### src/rtl/max_min_frame_ctrl.sv
// Frame sequencer: accepts FRAME_LEN samples over valid/ready and publishes frame max/min.
// Optional macro MAXMIN_RANGE_EN adds a registered range_out = max_out - min_out.
module max_min_frame_ctrl #(
   parameter int WIDTH     = 4,
   parameter int FRAME_LEN = 8
) (
   input  logic             clk,
   input  logic             rst,
   input  logic             start,
   input  logic             abort,
   input  logic             in_valid,
   input  logic [WIDTH-1:0] in_data,
   output logic             in_ready,
   output logic             busy,
   output logic             done,
   output logic [WIDTH-1:0] max_out,
`ifdef MAXMIN_RANGE_EN
   output logic [WIDTH-1:0] min_out,
   output logic [WIDTH-1:0] range_out
`else
   output logic [WIDTH-1:0] min_out
`endif
);

   typedef enum logic [1:0] {
      IDLE  = 2'd0,
      ACCUM = 2'd1,
      DONE  = 2'd2
   } state_t;

   state_t           state;
   state_t           next_state;
   logic [7:0]       count;
   logic [WIDTH-1:0] max_r;
   logic [WIDTH-1:0] min_r;
   logic [WIDTH-1:0] max_next;
   logic [WIDTH-1:0] min_next;
   logic             accept;
   logic             first;
   logic             last;
   logic             finish;

   assign accept = (state == ACCUM) && in_valid && in_ready;
   assign first  = (count == 8'd0);
   assign last   = (count == 8'(FRAME_LEN - 1));
   assign finish = accept && last && !abort;
   assign busy   = (state != IDLE);
   assign done   = (state == DONE);

   always_ff @(posedge clk or posedge rst) begin
      if (rst) state <= IDLE;
      else     state <= next_state;
   end

   // abort takes priority over the closing handshake of a frame
   always_comb begin
      next_state = state;
      case (state)
         IDLE:    if (start) next_state = ACCUM;
         ACCUM: begin
            if (abort)       next_state = IDLE;
            else if (finish) next_state = DONE;
         end
         DONE:    next_state = IDLE;
         default: next_state = IDLE;
      endcase
   end

   always_ff @(posedge clk or posedge rst) begin
      if (rst) in_ready <= 1'b0;
      else     in_ready <= (next_state == ACCUM);
   end

   // The first sample of a frame seeds both running registers
   always_comb begin
      max_next = max_r;
      min_next = min_r;
      if (first) begin
         max_next = in_data;
         min_next = in_data;
      end else begin
         if (in_data > max_r) max_next = in_data;
         if (in_data < min_r) min_next = in_data;
      end
   end

   always_ff @(posedge clk or posedge rst) begin
      if (rst) begin
         count <= 8'd0;
         max_r <= '0;
         min_r <= '0;
      end else if (state == IDLE && start) begin
         count <= 8'd0;
      end else if (accept) begin
         count <= count + 8'd1;
         max_r <= max_next;
         min_r <= min_next;
      end
   end

   // Results load on the edge that accepts the last sample, so they are visible with done
   always_ff @(posedge clk or posedge rst) begin
      if (rst) begin
         max_out <= '0;
         min_out <= '0;
      end else if (finish) begin
         max_out <= max_next;
         min_out <= min_next;
      end
   end

`ifdef MAXMIN_RANGE_EN
   always_ff @(posedge clk or posedge rst) begin
      if (rst)         range_out <= '0;
      else if (finish) range_out <= max_next - min_next;
   end
`endif

endmodule

### config.mk
export PLATFORM = sky130hd
export DESIGN_NAME = max_min_frame_ctrl
export DESIGN_NICKNAME = d
export VERILOG_FILES = /design/src/rtl/max_min_frame_ctrl.sv
export SDC_FILE = /design/constraint.sdc
export NUM_CORES = 1
export LEC_CHECK = 0
export CORE_MARGIN = 5
export CORE_UTILIZATION = 55
export CTS_CLUSTER_SIZE = 25
export DETAILED_ROUTE_END_ITERATION = 10
export PLACE_DENSITY = 0.79
export SETUP_SLACK_MARGIN = 0.1
export SYNTH_ARGS = -nofsm -noshare
export SYNTH_HDL_FRONTEND = slang
export SYNTH_SLANG_ARGS = --single-unit
### constraint.sdc
create_clock -name clk -period 5.5 [get_ports clk]
set_input_delay 0.55 -clock clk [delete_from_list [all_inputs] [get_ports clk]]
set_output_delay 0.55 -clock clk [all_outputs]
set_load 0.01 [all_outputs]
# ---- Yosys cells after proc, flatten, opt, wreduce, memory -nomap -nowiden
# Cells that the tools add are included.
dict set report totals {
  ff_bits 27
  input_bits 9
  output_inout_bits 11
  wordCells 36
}
dict set report op_classes {
  bitwise_logic 1
  add_sub_neg 1
  n_reduce_logical 11
  n_lt_le_gt_ge 2
  n_mux 10
  eq_ne 4
}
# op count
set op_table {}
lappend op_table {{two-way mux 4 bit} 4}
lappend op_table {{two-way mux 8 bit} 2}
lappend op_table {{adder 8 x 1 -> 8 bit (second input constant)} 1}
lappend op_table {{equality test 8 x 3 -> 1 bit (second input constant)} 1}
lappend op_table {{zero test 8 bit} 1}
lappend op_table {{two-way mux 2 bit} 3}
lappend op_table {{logical AND 1 bit} 5}
lappend op_table {{equality test 2 x 1 -> 1 bit (second input constant)} 2}
lappend op_table {{> comparator 4 bit} 1}
lappend op_table {{less-than comparator 4 bit} 1}
lappend op_table {{case mux 2 bit (2 select lines)} 1}
lappend op_table {{nonzero test 2 bit} 2}
lappend op_table {{equality test 2 bit (second input constant)} 1}
lappend op_table {{zero test 2 bit} 1}
lappend op_table {{AND reduction 2 bit} 1}
lappend op_table {{zero test 1 bit} 1}
lappend op_table {{inverter 1 bit} 1}

# ---- Longest topological paths before layout
dict set report depth {
  word_depth 9
  ltp_mapped 7
}

# ---- Least setup slack after synthesis
# Ideal clock, no wire load.
dict set report synth_timing {
  kind {input-to-reg}
  startpoint {input port in_data[3]}
  endpoint {register min_r[0]}
  path_buffers 0
  setup_time_ns 0.128
  t_arrival_ns 1.798
  slack_ns 3.574
  t_required_ns 5.372
  stages 5
  path_cell_list {ha_1 > a21oi_1 > o21ai_0 > a21oi_2 > mux2_1}
}
dict set report synth_between {
  elab_chain_cells 3
}
# item line
set synth_lines {}
lappend synth_lines {{start: declaration} 12} ;# input logic [WIDTH-1:0] in_data,
lappend synth_lines {{less-than comparator 4 bit} 83} ;# if (in_data < min_r) min_next = in_data;
lappend synth_lines {{two-way mux 4 bit} 83}
lappend synth_lines {{two-way mux 4 bit} 78} ;# if (first) begin
lappend synth_lines {{end signal: assignment} 97} ;# min_r <= min_next;
lappend synth_lines {{end: declaration} 35} ;# logic [WIDTH-1:0] min_r;
# No other way between the ends.
# A chain may end at the register's enable or synchronous reset.

# ---- Final worst setup path
dict set report layout_timing {
  startpoint {input port in_valid}
  endpoint {register min_out[3]}
}
dict set report layout_between {
  elab_chain_cells 4
}
# item line
set layout_lines {}
lappend layout_lines {{start: declaration} 11} ;# input logic in_valid,
lappend layout_lines {{logical AND 1 bit (2 in a row)} 43} ;# assign accept = (state == ACCUM) && in_valid && in_ready;
lappend layout_lines {{logical AND 1 bit (2 in a row)} 46} ;# assign finish = accept && last && !abort;
lappend layout_lines {{end signal: assignment} 108} ;# min_out <= min_next;
lappend layout_lines {{end: declaration} 21} ;# output logic [WIDTH-1:0] min_out
# No other way between the ends.

==> results.yml <==
outcome:
  outcome: "finished clean"
clock_network:
  cts_resized: 0
  cts.reportedPaths.clkPinSlew_ns: 0.14
  h-tree-depth: 1
  clk_latency_ns: 0.33
  tritoncts: "yes"
  clockBufferDepth: 2
  cts.sinks: 27
  cts_made_buffers: 3
  ctsHoldBuffers: 0
  clockRootBuffer: "clkbuf_4"
  post-cts-setup-buffers: 0
logic_synthesis:
  syn-instance-count: 173
  yosys.area_share.xor_xnor: 0.0162
  syn_area_um2: 1620
  synth_top_family_by_area: "compound AO/OA/AOI/OAI gates"
  synthTopCellsByCount: "dfrtp_1 (27), a31oi_1 (17), inv_1 (15), o21ai_0 (15), nand3_1 (12)"
  synth_top_area_frac: 0.417
  ys_ff_latch: 27
  synth_nets: 191
  ys.flop_type: "dfrtp_1"
  synthAdderAreaFrac: 0.0695
  synth.most_common_cell: "dfrtp_1"
  synth-edff-count: 0
  synth_compound_area_frac: 0.225
  yosysUniqueCellTypes: 38
  synth_warnings: 0
  synth.largest_area_cell: "dfrtp_1"
  yosysSeqAreaShare: 0.417
  async_flop_share: 1.00
  synth_area_leaders: "dfrtp_1 (42%), ha_1 (6.9%), a31oi_1 (6.6%)"
  synthSimpleGateAreaFrac: 0.169
  synth_mux_area_frac: 0.0347
  postSynthAreaPerCell_um2: 9.37
placed_design:
  portBuffers: 19
  place_congestion: 0.893
  hpwl_um: 2860
  placed_area_um2: 1800
die:
  core_um2: 2780
  dieArea_um2: 4130
  initial_core_util: 0.583
  rows: 19
  io_pins: 20
  die_y_um: 64.3
  die_w_um: 64.3
worst_setup_path:
  end_kind: "flip-flop"
  cp_top_family: "simple AND/OR/NAND/NOR gates"
  critPathKind: "in -> reg"
  worstSetupStartpoint: "in_valid"
  r2r_start: "state[1]$_DFF_PP0_"
  timing.critical_path.buf_inv: 1
  path_cells: "clkdlybuf4s50_1 > and4b_1 > and4_4 > and3_4 > mux2_4"
  cp.required_ns: 5.72
  slowest_delay_ns: 0.61
  critical_path_arrival_ns: 2.59
  cp_slowest_cell: "and4b_1"
  worstPathMaxFanout: 17
  cp-start-kind: "primary input"
power:
  p_leak_nw: 0.807
  p_per_area_nw_per_um2: 328
  ir_drop_mv: 0.308
routing:
  routed_wirelength_um: 3700
  vias: 1384
  drc: 0
  avgViaCountPerCell: 6.29
  drtIter0Drc: 55
  wl_per_cell_um: 16.8
  dr.pass1.iters: 4
  drtAntennaViolNets: 0
sta:
  max_slew.worst_pin.slew_ns: 1.00
  max_freq_mhz: 421
  rsz0062_at_grt: "no"
  hold_viol_final: 0
  drv_slew: 0
  setup_violations: 0
  fin_crit_ns: 2.37
  tns_ns: 0
  slew_headroom: 0.330
  fin_crit_sh: 0.432
  clock_skew_ns: 0.0104
global_route:
  track_usage: 0.192
  met1_usage: 0.266
  grt-busiest-layer: "met2"
  grt_overflow: 0
  antenna_found_initial: 0
  use_met2: 0.296
  grtUsageMet3: 0.0333
  first_global_vias: 1365
  grt_start_max_net_pins: 28
  grt_pass1_wl_um: 6420
hold_path:
  holdCritStartpoint: "count[5]$_DFFE_PP0P_"
  hold_path.class: "reg -> reg"
cells_and_area:
  syn_to_final_growth_pct: 12.7
  fin_area_um2: 1830
  diodes: 0
  seqCellArea_um2: 676
  multi_input_area_um2: 835
  nNetsFinal: 208
  fill_cells: 234
  drive_gt1_frac: 0.0476
flow_run:
  maxCapViolCount: 0
==> layout by cell type (no fill, tap or decap), drive strengths merged, types with 2 or more instances in the layout <==
master	Yosys	final
a22oi	5	5
o211ai	5	5
and4	2	2
dfrtp	27	27
xor2	3	3
nor3b	2	2
o21a	2	2
and2	3	3
nor2	10	10
a21oi	9	9
and3	2	2
a41o	2	2
inv	15	15
nand2	6	6
clkbuf	3	4
a31oi	17	17
nand4	5	5
mux2i	3	3
clkdlybuf4s50	0	19
ha	9	9
nand3	12	12
o21ai	15	15
mux2	2	2
==> per-layer routing <==
| metal | up-vias | routed length, um | part of all wire |
|---|---|---|---|
| li1 | 677 | - | - |
| met1 | 656 | 1740 | 0.47 |
| met2 | 42 | 1730 | 0.47 |
| met3 | 9 | 169 | 0.046 |
| met4 | 0 | 64 | 0.017 |
| met5 | - | 0 | 0 |
==> power breakdown <==
part | switching [W] | internal (W) | leakage, nW | total [W]
logic | 0.000159 | 0.0000985 | 0.441 | 0.000257
registers | 0.0000246 | 0.000231 | 0.350 | 0.000256
clock network | 0.0000571 | 0.0000284 | 0.0150 | 0.0000855
total | 0.000240 | 0.000358 | 0.807 | 0.000599
==> metrics by stage <==
| step | setup slack [ns] | total power [W] | util | cells | hold WS [ns] |
|---|---|---|---|---|---|
| 3_5_place_dp | 2.81 | 0.000514 | 0.647 | 216 | 0.507 |
| 6_report | 3.13 | 0.000599 | 0.656 | 220 | 0.528 |
| 2_1_floorplan | 3.57 | 0.000448 | - | 173 | 0.466 |
| 3_3_place_gp | 2.85 | 0.000500 | 0.647 | 216 | 0.495 |
| 4_1_cts | 3.15 | 0.000597 | 0.656 | 220 | 0.533 |
| 5_1_grt | 2.98 | 0.000651 | 0.656 | 220 | 0.547 |
==> final cells by class <==
type,instances,area share
tap,31,0.0212
sequential,27,0.370
multi-input combinational,123,0.457
inverter,16,0.0329
timing repair buffer,19,0.104
clock buffer,4,0.0144
==> worst reg2reg max path: stages, from the launching register on <==
cell and delay (ns):
dfrtp_1 0.43, and4b_1 0.67, and4_4 0.38, and3_4 0.26
mux2_4 0.31
==> flip-flops by register name (all words and copies together), names as in the netlist <==
name	count
min_out	4
max_r	4
count	8
state	2
min_r	4
in_ready	1
max_out	4
==> cells by family (layout without fill, tap and decap cells) <==
logic type                 Yosys count  after routing
AOI/OAI and AO/OA                   58             58
xor gates and xnor gates             3              3
adders and majority gates            9              9
buffers and inverters               23             39
DFF                                 27             27
muxes                                5              5
and+or+nand+nor                     48             48
==> path summary, 6_finish.rpt <==
| check | end | slack, ns | cells after the start |
|---|---|---|---|
| setup / recovery | min_out[3]$_DFFE_PP0P_ | 3.13 | 5 |
| hold / removal | count[5]$_DFFE_PP0P_ | 0.53 | 1 |
| setup reg to reg | min_out[3]$_DFFE_PP0P_ | 3.35 | 4 |
| hold reg to reg | count[5]$_DFFE_PP0P_ | 0.53 | 1 |
| max in group asynchronous | max_r[3]$_DFFE_PP0P_ | 4.15 | 2 |
| min in group asynchronous | count[3]$_DFFE_PP0P_ | 0.74 | 2 |
Note: power is estimated with default switching activity, not from simulation.
